[src/rtl/kronos_pkg.sv]
// kronos_pkg: shared state encoding and word addresses for the kronos counter port.
package kronos_pkg;
  typedef enum logic [1:0] {IDLE, WAIT, WRITE, RESP} state_t;
  localparam logic [1:0] CNT_ADDR_LO = 2'd0;
  localparam logic [1:0] CNT_ADDR_HI = 2'd1;
endpackage

[src/rtl/kronos_counter_port.sv]
// kronos_counter_port: CSR access port for a staggered 64b counter; KRONOS_COUNTER_SNAPSHOT_EN adds a coherent lo/hi snapshot.
module kronos_counter_port
  import kronos_pkg::*;
#(
  parameter int EN_COUNTERS64B = 1
) (
  input  logic        clk,
  input  logic        rst,
  input  logic        req_vld,
  output logic        req_rdy,
  input  logic        req_wr,
  input  logic [1:0]  req_addr,
  input  logic [31:0] req_wdata,
  output logic        resp_vld,
  input  logic        resp_rdy,
  output logic [31:0] resp_data,
  output logic        resp_err,
  input  logic [63:0] count,
  input  logic        count_vld,
  output logic [31:0] load_data,
  output logic        load_low,
  output logic        load_high
);
  state_t      state;
  logic        wr_q;
  logic [1:0]  addr_q;
  logic [31:0] wdata_q;
  logic [31:0] hi_word, rd_word;
`ifdef KRONOS_COUNTER_SNAPSHOT_EN
  logic [32:0] shadow;
  always_ff @(posedge clk)
    if (rst) shadow <= '0;
    else if (state == IDLE && req_vld && req_rdy && req_wr) shadow[32] <= 1'b0;
    else if (state == WAIT && count_vld && !wr_q && addr_q == CNT_ADDR_LO) shadow <= {1'b1, count[63:32]};
    else if (state == WAIT && count_vld && !wr_q && addr_q == CNT_ADDR_HI) shadow[32] <= 1'b0;
  always_comb hi_word = shadow[32] ? shadow[31:0] : count[63:32];
`else
  always_comb hi_word = count[63:32];
`endif
  always_comb rd_word = addr_q == CNT_ADDR_LO ? count[31:0] : (EN_COUNTERS64B != 0 ? hi_word : 32'h0);
  // strobes are registered so they land only in the single WRITE cycle after count_vld was seen
  always_ff @(posedge clk) begin
    if (rst) begin
      state     <= IDLE;
      req_rdy   <= 1'b0;
      resp_vld  <= 1'b0;
      resp_err  <= 1'b0;
      resp_data <= '0;
      load_data <= '0;
      load_low  <= 1'b0;
      load_high <= 1'b0;
      wr_q      <= 1'b0;
      addr_q    <= '0;
      wdata_q   <= '0;
    end else begin
      load_low  <= 1'b0;
      load_high <= 1'b0;
      case (state)
        IDLE: begin
          req_rdy <= 1'b1;
          if (req_vld && req_rdy) begin
            wr_q    <= req_wr;
            addr_q  <= req_addr;
            wdata_q <= req_wdata;
            req_rdy <= 1'b0;
            state   <= WAIT;
          end
        end
        WAIT: begin
          if (addr_q[1]) begin
            resp_vld <= 1'b1;
            resp_err <= 1'b1;
            state    <= RESP;
          end else if (count_vld && wr_q) begin
            load_data <= wdata_q;
            load_low  <= addr_q == CNT_ADDR_LO;
            load_high <= addr_q == CNT_ADDR_HI && EN_COUNTERS64B != 0;
            state     <= WRITE;
          end else if (count_vld) begin
            resp_vld  <= 1'b1;
            resp_data <= rd_word;
            state     <= RESP;
          end
        end
        WRITE: begin
          resp_vld <= 1'b1;
          state    <= RESP;
        end
        RESP: begin
          if (resp_rdy) begin
            resp_vld  <= 1'b0;
            resp_err  <= 1'b0;
            resp_data <= '0;
            req_rdy   <= 1'b1;
            state     <= IDLE;
          end
        end
        default: state <= IDLE;
      endcase
    end
  end
endmodule
[config.mk]
export PLATFORM = sky130hd
export DESIGN_NAME = kronos_counter_port
export DESIGN_NICKNAME = d
export VERILOG_FILES = /design/src/rtl/kronos_pkg.sv /design/src/rtl/kronos_counter_port.sv
export SDC_FILE = /design/constraint.sdc
export NUM_CORES = 1
export LEC_CHECK = 0
export ABC_AREA = 1
export CAP_MARGIN = 15
export CORE_UTILIZATION = 39
export DETAILED_ROUTE_END_ITERATION = 8
export PLACE_DENSITY = 0.76
export SYNTH_ARGS = -nofsm -noshare
export SYNTH_HDL_FRONTEND = slang
export SYNTH_SLANG_ARGS = --single-unit
[constraint.sdc]
create_clock -name clk -period 1.7 [get_ports clk]
set_clock_uncertainty 0.2 [all_clocks]
set_input_delay 0.34 -clock clk [delete_from_list [all_inputs] [get_ports clk]]
set_output_delay 0.34 -clock clk [all_outputs]
set_load 0.005 [all_outputs]
# After elaboration in Yosys (flattened, before gate mapping)
# Index checks and enable logic that the tools add are counted.
[classes]
n_eq_ne = 13
muxes = 22
n_bitwise = 3
n_reduce_logical = 15
[ops]
columns = ["operator", "count"]
rows = [
  ["2-to-1 mux 32 bit", 5],
  ["case mux 32 bit (2 select lines)", 1],
  ["inequality test 2 bit (second input constant)", 6],
  ["2-to-1 mux 2 bit", 5],
  ["AND reduction 3 bit", 3],
  ["case mux 2 bit (4 select lines)", 1],
  ["2-to-1 mux 1 bit", 7],
  ["inequality test 3 bit (second input constant)", 2],
  ["AND reduction 5 bit", 1],
  ["equality test 2 x 1 -> 1 bit (second input constant)", 2],
  ["equality test 2 bit (second input constant)", 2],
  ["logical NOT 2 bit", 2],
  ["inequality test 4 bit (second input constant)", 1],
  ["case mux 1 bit (2 select lines)", 2],
  ["AND reduction 2 bit", 2],
  ["AND reduction 4 bit", 1],
  ["nonzero test 2 bit", 2],
  ["OR reduction 4 bit", 1],
  ["NOT 1 bit", 3],
  ["case mux 1 bit (3 select lines)", 1],
  ["nonzero test 3 bit", 1],
  ["logical AND 1 bit", 2],
]
[totals]
ff_bits = 106
input_bits = 104
output_inout_bits = 69
elab_cells = 64

# Logic depth before layout (Yosys ltp)
[logic_depth]
depth_word = 6
depth_mapped = 10
ltp_nobuf = 9

# Least setup slack after synthesis
# No wires, ideal clock.
[synth_timing]
path_kind = "reg-to-reg"
from = "register state[1]"
to = "register resp_data[0]"
setup_time_ns = 0.070
arrival_time_ns = 1.383
required_ns = 1.430
slack_ns = 0.046
path_stages_with_launch = 11
path_buffers = 2
synth_period_minus_slack_ns = 1.654
path_cell_list = "dfxtp_1 inv_1 ha_1 buf_2 inv_1 o21ai_2 inv_2 nand2_1 buf_4 nand2_1 a21oi_1"
[synth_between]
elab_chain_cells = 3
elab_cells_between_ends = 9
cone_classes = "eq/ne (6); mux (1); reduce/logical (2)"
[synth_rtl]
columns = ["element", "line_no", "source"]
rows = [
  ["start, declared", "kronos_counter_port.sv:24", "state_t state;"],
  ["start signal, assigned", "kronos_counter_port.sv:44", "state <= IDLE;"],
  ["start signal, assigned", "kronos_counter_port.sv:66", "state <= WAIT;"],
  ["start signal, assigned", "kronos_counter_port.sv:73", "state <= RESP;"],
  ["equality test 2 x 1 -> 1 bit / equality test 2 bit (equally long branches)", "kronos_counter_port.sv:58", "case (state)"],
  ["inequality test 2 bit (no line) / nonzero test 2 bit (equally long branches)", "-", ""],
  ["AND reduction 5 bit (no line)", "-", ""],
  ["end signal, assigned", "kronos_counter_port.sv:81", "resp_data <= rd_word;"],
  ["end, declared", "kronos_counter_port.sv:16", "output logic [31:0] resp_data,"],
]
# Several ways; a longest one is shown, not always the timed one.
# A chain may end at the register's enable or synchronous reset.

# Worst setup path after layout
[layout_timing]
from = "register state[1]"
to = "register resp_data[18]"
# The elaborated chain is that of the path after synthesis.

==> run_results.csv <==
group,metric,value,unit
outcome,status,"complete, but fails checks",
outcome,violations,"setup timing",
sta,rsz0062_at_grt,"true",
setup_path,r2r_end,"resp_data[18]$_SDFFE_PP0P_",
grt,grt_start_max_net_pins,45,
setup_path,start_kind,"register",
setup_path,crit_slowest_cell,"dfxtp_2",
detailed_routing,ant_nets,0,
detailed_routing,dr_total_vias,4781,
yosys,synth_nets,720,
setup_path,path_cells,"inv_4, ha_4, inv_4, nor2_4, nand2_2, a21oi_4, buf_12, buf_16, nand2_1, a21oi_1",
clock_tree,clk-insertion-delay-late,0.34,ns
grt,grt_pass1_wl,19910,um
detailed_routing,drc_errors,0,
setup_path,critPathArrivalTime,1.82,ns
place,post-dp-hpwl,9203,um
sta,fin_ws,-0.04793,ns
sta,setup_tns,-0.4367,ns
detailed_routing,first_pass_iters,4,
place,postPlaceCellArea,0.006411,sq mm
finish,diodes,0,
sta,fmax,0.5721,GHz
place,routabilityCongestion,0.8100,
sta,finalMaxSlewViolations,0,
finish,drive_gt1_frac,0.1516,
power,p_leak,2.954,nW
grt,grt_use_total,0.2163,
yosys,ys_seq_area_frac,0.4824,
setup_path,worstPathRequired,1.77,ns
setup_path,slowest_delay,0.34,ns
sta,finalSetupViolCount,21,
run,cap_viol_max_count,0,
finish,fin_area,0.007017,sq mm
yosys,synth-compound-area-share,0.1925,
yosys,synth_top_family_by_area,"simple AND/OR/NAND/NOR gates",
place,dp_cells,912,
grt,grt_pass1_vias,4362,
yosys,syn_area_per_cell,7.200,sq um
setup_path,worstPathMaxFanout,11,
setup_path,path_class,"reg -> reg",
setup_path,reg2reg_slack,-0.05,ns
power,ir_worst_vdd,0.0006280,V
min_path,hp-class,"in -> reg",
power,total_power,8.985,mW
setup_path,rr_worst_depth,10,
detailed_routing,drtIter0Drc,168,
die,die_w,108.2,um
grt,antenna_found_initial,0,
yosys,yosys.area_share.adder,0.01422,
setup_path,r2r-start,"state[1]$_SDFFE_PP0P_",
die,core_area,0.01094,sq mm
sta,max_slew_margin,0.6558,
finish,nets,902,
detailed_routing,post_drt_wl_per_cell,14.65,um
clock_tree,cts_buffers,9,
sta,fin_crit,1.748,ns
setup_path,end_kind,"register",
yosys,ys_ff_latch,106,
die,io_pins,173,
die,chipHeight,108.2,um
power,p_per_area,1280,mW/mm^2
setup_path,crit_path_start,"state[1]$_SDFFE_PP0P_",
clock_tree,h-tree-depth,3,
finish,num-fill-cells,938,
clock_tree,clock_sinks,106,
yosys,synth_xor_area_frac,0,
setup_path,crit_top_cell,"inv_4",
sta,fin_crit_sh,1.028,
die,start_util,0.4023,
yosys,synthMuxAreaShare,0,
yosys,ys_types,25,
die,rows,38,
sta,final_hold_viol_count,0,
clock_tree,cts_buffer_depth,2,
yosys,yosysWarnings,0,
yosys,synthSimpleGateAreaFrac,0.2270,
place,place.port_buffers,172,
sta,worst-slew-pin-transition,0.5163,ns
yosys,synthCells,611,
detailed_routing,drt_wl_total,13740,um
finish,synthToLayoutAreaGrowth,59.50,%
detailed_routing,viasPerCell,5.097,
finish,fin_cells,938,
setup_path,endpoint,"resp_data[18]$_SDFFE_PP0P_",
yosys,netlist_area,0.004399,sq mm
finish,multiInputGateArea,0.002039,sq mm
finish,seq_area,0.002155,sq mm
clock_tree,cts_tree,"built",
die,die-area,0.01171,sq mm
clock_tree,ctsHoldBuffers,0,
clock_tree,clkTransAtPathRegs,0.07,ns
finish,utilization,0.6416,
clock_tree,clockRootBuffer,"clkbuf_16",
grt,grt.overflow.total,0,
state kept, by name, summed over array words and instances (netlist names):
register	count
addr_q	2
req_rdy	1
load_low	1
load_data	32
resp_vld	1
wr_q	1
wdata_q	32
resp_data	32
load_high	1
resp_err	1
state	2
metal layers:
layer,vias to the layer above,routed length [um],global-route usage
met5,-,0,0
met4,0,298,0.08708
met3,24,1115,0.04461
met2,203,6760,0.3872
met1,2213,5564,0.2498
li1,2341,-,-
cells in the mapped netlist (all sizes together):
| cell type | number | area share |
|---|---|---|
| o21ai | 70 | 0.080 |
| a31oi | 1 | 0.0014 |
| ha | 5 | 0.014 |
| o21bai | 1 | 0.0017 |
| nand3 | 34 | 0.039 |
| nor3 | 1 | 0.0011 |
| nand2 | 114 | 0.10 |
| inv | 45 | 0.038 |
| buf | 18 | 0.024 |
| a211oi | 1 | 0.0017 |
| nand4 | 2 | 0.0028 |
| clkbuf | 25 | 0.022 |
| a21oi | 92 | 0.11 |
| nor2 | 96 | 0.085 |
| dfxtp | 106 | 0.48 |
cells in the final DEF (no fill, tap or decap), drive strengths merged:
| master | netlist | layout |
|---|---|---|
| nor2 | 96 | 96 |
| nand4 | 2 | 2 |
| nand3 | 34 | 34 |
| buf | 18 | 38 |
| clkinv | 0 | 2 |
| a31oi | 1 | 1 |
| nor3 | 1 | 1 |
| dfxtp | 106 | 106 |
| a21oi | 92 | 92 |
| a211oi | 1 | 1 |
| clkinvlp | 0 | 1 |
| nand2 | 114 | 114 |
| clkbuf | 25 | 14 |
| clkdlybuf4s50 | 0 | 102 |
| o21bai | 1 | 1 |
| o21ai | 70 | 70 |
| inv | 45 | 48 |
| ha | 5 | 5 |
| dlygate4sd2 | 0 | 69 |
| bufinv | 0 | 1 |
worst min-delay path by stage:
stage,startpoint,endpoint,slack (ns),depth (start not counted)
final,rst,load_data[22]$_SDFFE_PP0P_,0.17,3
after global placement,wdata_q[1]$_SDFFE_PP0P_,wdata_q[1]$_SDFFE_PP0P_,0.23,2
after detailed placement,wdata_q[12]$_SDFFE_PP0P_,wdata_q[12]$_SDFFE_PP0P_,0.24,2
after floorplan,wdata_q[10]$_SDFFE_PP0P_,wdata_q[10]$_SDFFE_PP0P_,0.22,2
after CTS,rst,load_data[22]$_SDFFE_PP0P_,0.16,3
after global routing,rst,load_data[22]$_SDFFE_PP0P_,0.18,3
worst max-delay path, delay by kind of cell (launching register included):
family / cells / cell delay (ns)
buf+inv: 4 / 0.42
fa+ha+maj: 1 / 0.15
compound gates: 2 / 0.32
simple gates: 3 / 0.25
flops: 1 / 0.34
power by group:
part	switching (mW)	leakage (nW)	internal (mW)
sequential	0.283	0.874	3.00
combinational	1.82	1.93	1.72
clock	0.975	0.151	1.17
through the flow:
step	setup WS, ns	hold slack [ns]
final	-0.04793	0.1714
after global routing	-0.1032	0.1817
after CTS	-0.03111	0.1578
after detailed placement	-0.3037	0.2378
after global placement	-0.2173	0.2345
after floorplan	0.04625	0.2242
final cells by class:
type,instances,share of cell area
clock buffer,9,0.03210
timing repair buffer,214,0.3080
inverter,45,0.02479
clock inverter,7,0.01248
multi-input combinational,417,0.2907
sequential,106,0.3071
tap,140,0.02496
cells by family after synthesis:
logic type / after synthesis
adder cells (fa/ha/maj): 5
buffers and inverters: 88
AND/OR/NAND/NOR: 247
flip-flops: 106
AO/OA/AOI/OAI: 165
repair_timing:
action	CTS	global route
resized for setup	103	47
pin swaps	0	5
endpoints found under the setup margin	113	90
cloned	2	6
buffers inserted	2	3
Note: power is estimated with default switching activity, not from simulation.
